<file path="src/rtl/spi_mm_pkg.sv">
// Shared constants for the SPI-to-MM bridge: bus widths, command bytes, frame length
// and FSM state encoding.
package spi_mm_pkg;

    localparam int unsigned MM_ADDR_WIDTH = 8;
    localparam int unsigned MM_DATA_WIDTH = 16;
    localparam int unsigned FRAME_BITS    = 32;

    localparam logic [7:0] CMD_WRITE = 8'h00;
    localparam logic [7:0] CMD_READ  = 8'h80;

    // Bit-counter values (bits already received) at which each field completes.
    localparam logic [4:0] CMD_LAST  = 5'd7;
    localparam logic [4:0] ADDR_LAST = 5'd15;
    localparam logic [4:0] DATA_LAST = 5'(FRAME_BITS - 1);

    typedef logic [2:0] state_t;
    localparam state_t StIdle   = 3'd0;
    localparam state_t StCmd    = 3'd1;
    localparam state_t StAddr   = 3'd2;
    localparam state_t StData   = 3'd3;
    localparam state_t StIgnore = 3'd4;

    function automatic logic is_valid_cmd(input logic [7:0] cmd);
        return (cmd == CMD_WRITE) || (cmd == CMD_READ);
    endfunction

endpackage

</file>
<file path="src/rtl/spi_mm_master_if.sv">
// Internal memory-mapped bus: single master, combinational read data.
interface spi_mm_master_if;
    import spi_mm_pkg::*;

    logic [MM_ADDR_WIDTH-1:0] addr;
    logic [MM_DATA_WIDTH-1:0] wdata;
    logic [MM_DATA_WIDTH-1:0] rdata;
    logic                     we;

    modport master (output addr, output wdata, output we, input rdata);
    modport slave  (input addr, input wdata, input we, output rdata);

endinterface

</file>
<file path="src/rtl/spi_sync.sv">
// Two-flop synchroniser for one asynchronous bit with rise/fall detection.
module spi_sync #(
    parameter bit ResetVal = 1'b0
) (
    input  logic clk_sys_i,
    input  logic rst_n_i,
    input  logic d_i,
    output logic q_o,
    output logic rise_o,
    output logic fall_o
);

    logic [1:0] sync_q;
    logic       prev_q;

    always_ff @(posedge clk_sys_i or negedge rst_n_i) begin
        if (!rst_n_i) begin
            sync_q <= {2{ResetVal}};
            prev_q <= ResetVal;
        end else begin
            sync_q <= {sync_q[0], d_i};
            prev_q <= sync_q[1];
        end
    end

    assign q_o    = sync_q[1];
    assign rise_o = sync_q[1] & ~prev_q;
    assign fall_o = ~sync_q[1] & prev_q;

endmodule

</file>
<file path="src/rtl/spi_mm_master.sv">
// SPI mode-0 target that turns 32-bit frames (cmd, addr, data16) into single MM bus
// writes or reads, shifting read data back on MISO.
module spi_mm_master
    import spi_mm_pkg::*;
(
    input  logic            clk_sys_i,
    input  logic            rst_n_i,
    input  logic            spi_sck_i,
    input  logic            spi_cs_n_i,
    input  logic            spi_mosi_i,
    output logic            spi_miso_o,
    output logic            spi_miso_oe_o,
    spi_mm_master_if.master mm_m,
    output logic            frame_err_o
);

    logic sck_s, sck_rise, sck_fall;
    logic cs_n_s, cs_rise, cs_fall;
    logic mosi_s, mosi_rise, mosi_fall;

    spi_sync #(.ResetVal(1'b0)) u_sync_sck (
        .clk_sys_i (clk_sys_i),
        .rst_n_i   (rst_n_i),
        .d_i       (spi_sck_i),
        .q_o       (sck_s),
        .rise_o    (sck_rise),
        .fall_o    (sck_fall)
    );

    // Resets as "asserted" so a CS_N already low when reset lifts never looks like a fall.
    spi_sync #(.ResetVal(1'b0)) u_sync_cs (
        .clk_sys_i (clk_sys_i),
        .rst_n_i   (rst_n_i),
        .d_i       (spi_cs_n_i),
        .q_o       (cs_n_s),
        .rise_o    (cs_rise),
        .fall_o    (cs_fall)
    );

    spi_sync #(.ResetVal(1'b0)) u_sync_mosi (
        .clk_sys_i (clk_sys_i),
        .rst_n_i   (rst_n_i),
        .d_i       (spi_mosi_i),
        .q_o       (mosi_s),
        .rise_o    (mosi_rise),
        .fall_o    (mosi_fall)
    );

    logic unused_sync;
    assign unused_sync = ^{sck_s, mosi_rise, mosi_fall};

    state_t                   state_q, state_d;
    logic [4:0]               cnt_q, cnt_d;
    logic [15:0]              rx_q, rx_d;
    logic [15:0]              tx_q, tx_d;
    logic                     is_read_q, is_read_d;
    logic [MM_ADDR_WIDTH-1:0] addr_q, addr_d;
    logic [MM_DATA_WIDTH-1:0] wdata_q, wdata_d;
    logic                     we_pend_q, we_pend_d;
    logic                     we_q, we_d;
    logic                     rd_cap_q, rd_cap_d;
    logic                     miso_q, miso_d;
    logic                     oe_q, oe_d;
    logic                     err_q, err_d;

    always_comb begin
        state_d   = state_q;
        cnt_d     = cnt_q;
        rx_d      = rx_q;
        tx_d      = tx_q;
        is_read_d = is_read_q;
        addr_d    = addr_q;
        wdata_d   = wdata_q;
        miso_d    = miso_q;
        we_pend_d = 1'b0;
        we_d      = we_pend_q;
        rd_cap_d  = 1'b0;
        err_d     = 1'b0;

        // Slave data is sampled the cycle after the address is driven.
        if (rd_cap_q) begin
            tx_d = mm_m.rdata;
        end

        unique case (state_q)
            StIdle: begin
                if (cs_fall) begin
                    state_d = StCmd;
                    cnt_d   = 5'd0;
                    rx_d    = 16'h0000;
                end
            end
            StCmd, StAddr, StData: begin
                if (sck_rise) begin
                    rx_d  = {rx_q[14:0], mosi_s};
                    cnt_d = (cnt_q == DATA_LAST) ? cnt_q : cnt_q + 5'd1;
                    if (state_q == StCmd && cnt_q == CMD_LAST) begin
                        if (is_valid_cmd(rx_d[7:0])) begin
                            state_d   = StAddr;
                            is_read_d = (rx_d[7:0] == CMD_READ);
                        end else begin
                            state_d = StIgnore;
                            err_d   = 1'b1;
                        end
                    end else if (state_q == StAddr && cnt_q == ADDR_LAST) begin
                        state_d  = StData;
                        addr_d   = rx_d[MM_ADDR_WIDTH-1:0];
                        rd_cap_d = is_read_q;
                    end else if (state_q == StData && cnt_q == DATA_LAST) begin
                        state_d = StIgnore;
                        miso_d  = 1'b0;
                        if (!is_read_q) begin
                            wdata_d   = rx_d;
                            we_pend_d = 1'b1;
                        end
                    end
                end else if (sck_fall && state_q == StData && is_read_q) begin
                    miso_d = tx_q[15];
                    tx_d   = {tx_q[14:0], 1'b0};
                end
            end
            StIgnore: ;
            default: state_d = StIdle;
        endcase

        // CS_N release always ends the frame; only an unfinished legal frame is an error.
        if (cs_rise) begin
            if (state_q == StCmd || state_q == StAddr || state_q == StData) begin
                err_d     = 1'b1;
                we_pend_d = 1'b0;
            end
            state_d = StIdle;
            miso_d  = 1'b0;
        end

        oe_d = (state_d != StIdle) && !cs_n_s;
    end

    always_ff @(posedge clk_sys_i or negedge rst_n_i) begin
        if (!rst_n_i) begin
            state_q   <= StIdle;
            cnt_q     <= 5'd0;
            rx_q      <= 16'h0000;
            tx_q      <= 16'h0000;
            is_read_q <= 1'b0;
            addr_q    <= '0;
            wdata_q   <= '0;
            we_pend_q <= 1'b0;
            we_q      <= 1'b0;
            rd_cap_q  <= 1'b0;
            miso_q    <= 1'b0;
            oe_q      <= 1'b0;
            err_q     <= 1'b0;
        end else begin
            state_q   <= state_d;
            cnt_q     <= cnt_d;
            rx_q      <= rx_d;
            tx_q      <= tx_d;
            is_read_q <= is_read_d;
            addr_q    <= addr_d;
            wdata_q   <= wdata_d;
            we_pend_q <= we_pend_d;
            we_q      <= we_d;
            rd_cap_q  <= rd_cap_d;
            miso_q    <= miso_d;
            oe_q      <= oe_d;
            err_q     <= err_d;
        end
    end

    assign mm_m.addr     = addr_q;
    assign mm_m.wdata    = wdata_q;
    assign mm_m.we       = we_q;
    assign spi_miso_o    = miso_q;
    assign spi_miso_oe_o = oe_q;
    assign frame_err_o   = err_q;

endmodule
</file>
<file path="src/flat_wrapper.sv">
// flat-port wrapper written by rule: the top's interface ports become plain ports
module spi_mm_master_flat import spi_mm_pkg::*;
  (clk_sys_i, rst_n_i, spi_sck_i, spi_cs_n_i, spi_mosi_i, spi_miso_o, spi_miso_oe_o, frame_err_o, mm_m_addr, mm_m_wdata, mm_m_we, mm_m_rdata);
  spi_mm_master_if mm_m_i ();
  input  logic clk_sys_i;
  input  logic rst_n_i;
  input  logic spi_sck_i;
  input  logic spi_cs_n_i;
  input  logic spi_mosi_i;
  output logic spi_miso_o;
  output logic spi_miso_oe_o;
  output logic frame_err_o;
  output wire logic [$bits(mm_m_i.addr)-1:0] mm_m_addr;
  output wire logic [$bits(mm_m_i.wdata)-1:0] mm_m_wdata;
  output wire logic [$bits(mm_m_i.we)-1:0] mm_m_we;
  input wire logic [$bits(mm_m_i.rdata)-1:0] mm_m_rdata;
  assign mm_m_addr = mm_m_i.addr;
  assign mm_m_wdata = mm_m_i.wdata;
  assign mm_m_we = mm_m_i.we;
  assign mm_m_i.rdata = mm_m_rdata;
  spi_mm_master u_core (.clk_sys_i(clk_sys_i), .rst_n_i(rst_n_i), .spi_sck_i(spi_sck_i), .spi_cs_n_i(spi_cs_n_i), .spi_mosi_i(spi_mosi_i), .spi_miso_o(spi_miso_o), .spi_miso_oe_o(spi_miso_oe_o), .mm_m(mm_m_i), .frame_err_o(frame_err_o));
endmodule
</file>
<file path="config.mk">
export PLATFORM = sky130hd
export DESIGN_NAME = spi_mm_master_flat
export DESIGN_NICKNAME = d
export VERILOG_FILES = /design/src/rtl/spi_mm_pkg.sv /design/src/rtl/spi_mm_master_if.sv /design/src/rtl/spi_sync.sv /design/src/rtl/spi_mm_master.sv /design/src/flat_wrapper.sv
export SDC_FILE = /design/constraint.sdc
export NUM_CORES = 1
export LEC_CHECK = 0
export BUFFER_PORTS_ARGS = -buffer_cell sky130_fd_sc_hd__buf_2
export CORE_MARGIN = 1
export CORE_UTILIZATION = 56
export DETAILED_ROUTE_END_ITERATION = 8
export PLACE_DENSITY = 0.79
export SYNTH_ARGS = -nofsm -noshare
export SYNTH_HDL_FRONTEND = slang
export SYNTH_SLANG_ARGS = --single-unit
</file>
<file path="constraint.sdc">
create_clock -name clk_sys_i -period 2.1 [get_ports clk_sys_i]
set_input_delay 0.42 -clock clk_sys_i [delete_from_list [all_inputs] [get_ports clk_sys_i]]
set_output_delay 0.42 -clock clk_sys_i [all_outputs]
set_load 0.01 [all_outputs]
</file>
==> results.md <==
- Slew HR: 0.633
- Vias in the first global route: 2010
- Longest Clk Path Bufs: 2
- Final nets: 324
- Ports: 49
- Dominant synthesized flop cell: dfrtp_1
- DIE HEIGHT: between 70 and 80 µm
- Ant diodes: 0
- Max Freq: ~0.52 GHz
- Capture point of the worst reg-to-reg path: u_core.mm_m.wdata[0]
- Distinct cells, synth: 44
- Placed cell count: 361
- Peak VDD IR: ~0.0006 V
- Syn-to-layout area delta: 18.1%
- First-pass GRT wire length: 9.53 mm
- Core area: approximately 5500 µm²
- Run status: completed
- Final worst-path cycle share: 0.920
- Mapped Area: between 3000 and 4000 µm²
- Critical path class: flop to flop
- Cts bufs inserted: 9
- Async S/R FF share, synth: 1.00
- Startpoint Class: flop
- Die area: 6080 µm²
- Slew @ Worst Pin: 543 ps
- Register bit total from synthesis: 78
- Initial drt markers: 56
- TritonCTS clock tree: yes
- CP max FO: 17
- RSZ-0062 raised after global routing: false
- Crit path DAT: between 2000 and 2500 ps
- Slew Viols, Final: 0
- Req. time, crit path: 2340 ps
- Mapped Cells: roughly 250
- Clock root buffer: clkbuf_8
- Largest net degree at the start of global routing: 45
- Reg2reg path depth: 7
- Hpwl dp: between 3 and 4 mm
- Ratio of cells with drive above 1 in the final layout: 0.325
- Post-CTS Setup Inserts: 0
- Most frequent cells in the layout: dfrtp_1 (78), buf_2 (47), nand2_1 (20)
- Pleak: 1.86 nW
- Final WL: 5.68 mm
- R2R Setup Slk: 170 ps
- Post-synthesis area per instance: 13.1 µm²
- Syn nets: 270
- Rows: 27
- Final std cells w/o fill: 377
- Final Hold Viols: 0
- Mean number of vias per cell: 5.40
- Cts repair resizes: 0
- All-Layer GR Usage: 0.211
- Reg-to-reg startpoint: u_core.cnt_q[0]
- Antenna-violating nets left: 0
- YS warnings: 0
- Routed length per instance: approximately 15 µm
- Setup_tns: 0 ps
- H-tree depth: 3
- Total grt overflow: 0
- DR pass1 iterations: 4
- DR vias: 2037
- IO buf count: 48
- Die X: 78.0 µm
- Hold buffer count at CTS: 0
- Share of the yosys chip area belonging to registers: 0.603
- Crit path time final: about 1900 ps
- EDFF count, synth: 0
- Setup Viol. Count Final: 0
- Skew final: 9.79 ps
- Placer congestion estimate: approximately 0.9
- Max cap viols: 0
- Starting Density: 0.584
- Most common cell after layout, fill and taps aside: dfrtp_1
- CTS Sinks: 78
- Clock Latency Late Sink: 350 ps
- Reg clk slew, reported paths: 90 ps
- Worst setup EP type: flop
- Hold/Removal Path Class: primary input to async pin
- Initial antenna violation count: 0
- PD cells: 821 nW/µm²
- DR DRC count: 0
## critical path: stages, from the launching register on
cell and delay (ps):
dfrtp_1 410, ha_1 220, and3_1 170, ha_1 240
nand4_1 110, nand2b_1 160, buf_12 180, mux2_1 330
## per-stage QoR
step | hold WS, ps | area [µm²] | setup WS [ps] | power, mW | util
finish | 17.9 | 3820 | 168 | 3.14 | 0.690
global route | 38.2 | 3820 | 50.1 | 3.25 | 0.690
CTS | 14.6 | 3820 | 165 | 3.17 | 0.690
detailed placement | 337 | 3590 | 168 | 1.90 | 0.648
global placement | 332 | 3590 | 213 | 1.88 | 0.648
floorplan | 124 | 3230 | 215 | 1.79 | -
## cells in the mapped netlist, drive strengths merged, types with 4 or more instances
library cell,instances,share of area
dfrtp,78,0.60
mux2,24,0.094
nand2,20,0.023
o21ai,20,0.032
mux2i,18,0.056
a22o,15,0.041
nor2,15,0.019
buf,9,0.019
inv,4,0.0046
## per-layer routing
metal / vias up / GRT usage / routed length (µm)
li1: 972 / - / -
met1: 1017 / 0.270 / 2630
met2: 39 / 0.327 / 2750
met3: 9 / 0.0518 / 199
met4: 0 / 0.122 / 95
met5: - / 0 / 0
## logic make-up (layout without fill, tap and decap cells)
kind of cell / after synthesis / after routing / synth area share
flops: 78 / 78 / 0.603
mux: 42 / 42 / 0.150
simple gates: 59 / 59 / 0.103
compound gates: 45 / 45 / 0.0967
xor+xnor: 3 / 3 / 0.00813
fa+ha+maj: 3 / 3 / 0.0116
buf+inv: 16 / 75 / 0.0275
## final cells by class
type / instances / area (µm²)
inverter: 4 / 15.0
timing repair buffer: 55 / 333
fill: 410 / 1720
sequential: 78 / 1950
multi-input combinational: 152 / 1200
clock inverter: 6 / 93.8
tap: 72 / 90.1
clock buffer: 10 / 138
## state kept, by name, indices dropped and copies added, names as in the netlist, 2 cells and up
| register | cells |
|---|---|
| u_core.rx_q | 15 |
| u_core.mm_m.addr | 8 |
| u_core.state_q | 3 |
| u_core.u_sync_cs.sync_q | 2 |
| u_core.mm_m.wdata | 16 |
| u_core.u_sync_mosi.sync_q | 2 |
| u_core.u_sync_sck.sync_q | 2 |
| u_core.tx_q | 16 |
| u_core.cnt_q | 5 |
## how the worst max path moves through the flow
stage	from	endpoint	slack, ps	cells after the start
floorplan	u_core.cnt_q[0]	u_core.mm_m.wdata[10]	210	8
global placement	u_core.cnt_q[0]	u_core.mm_m.wdata[5]	210	7
detailed placement	u_core.cnt_q[0]	u_core.mm_m.wdata[6]	170	7
CTS	u_core.cnt_q[0]	u_core.mm_m.wdata[6]	170	7
global route	u_core.cnt_q[0]	u_core.mm_m.wdata[0]	50	7
finish	u_core.cnt_q[0]	u_core.mm_m.wdata[0]	170	7
## report_power, final
part	leakage, nW	internal, mW	total, mW	switching (mW)
sequential	0.986	1.56	1.62	0.0624
combinational	0.762	0.112	0.252	0.140
clock	0.113	0.709	1.27	0.557
Power figures use the tool's default switching activity.
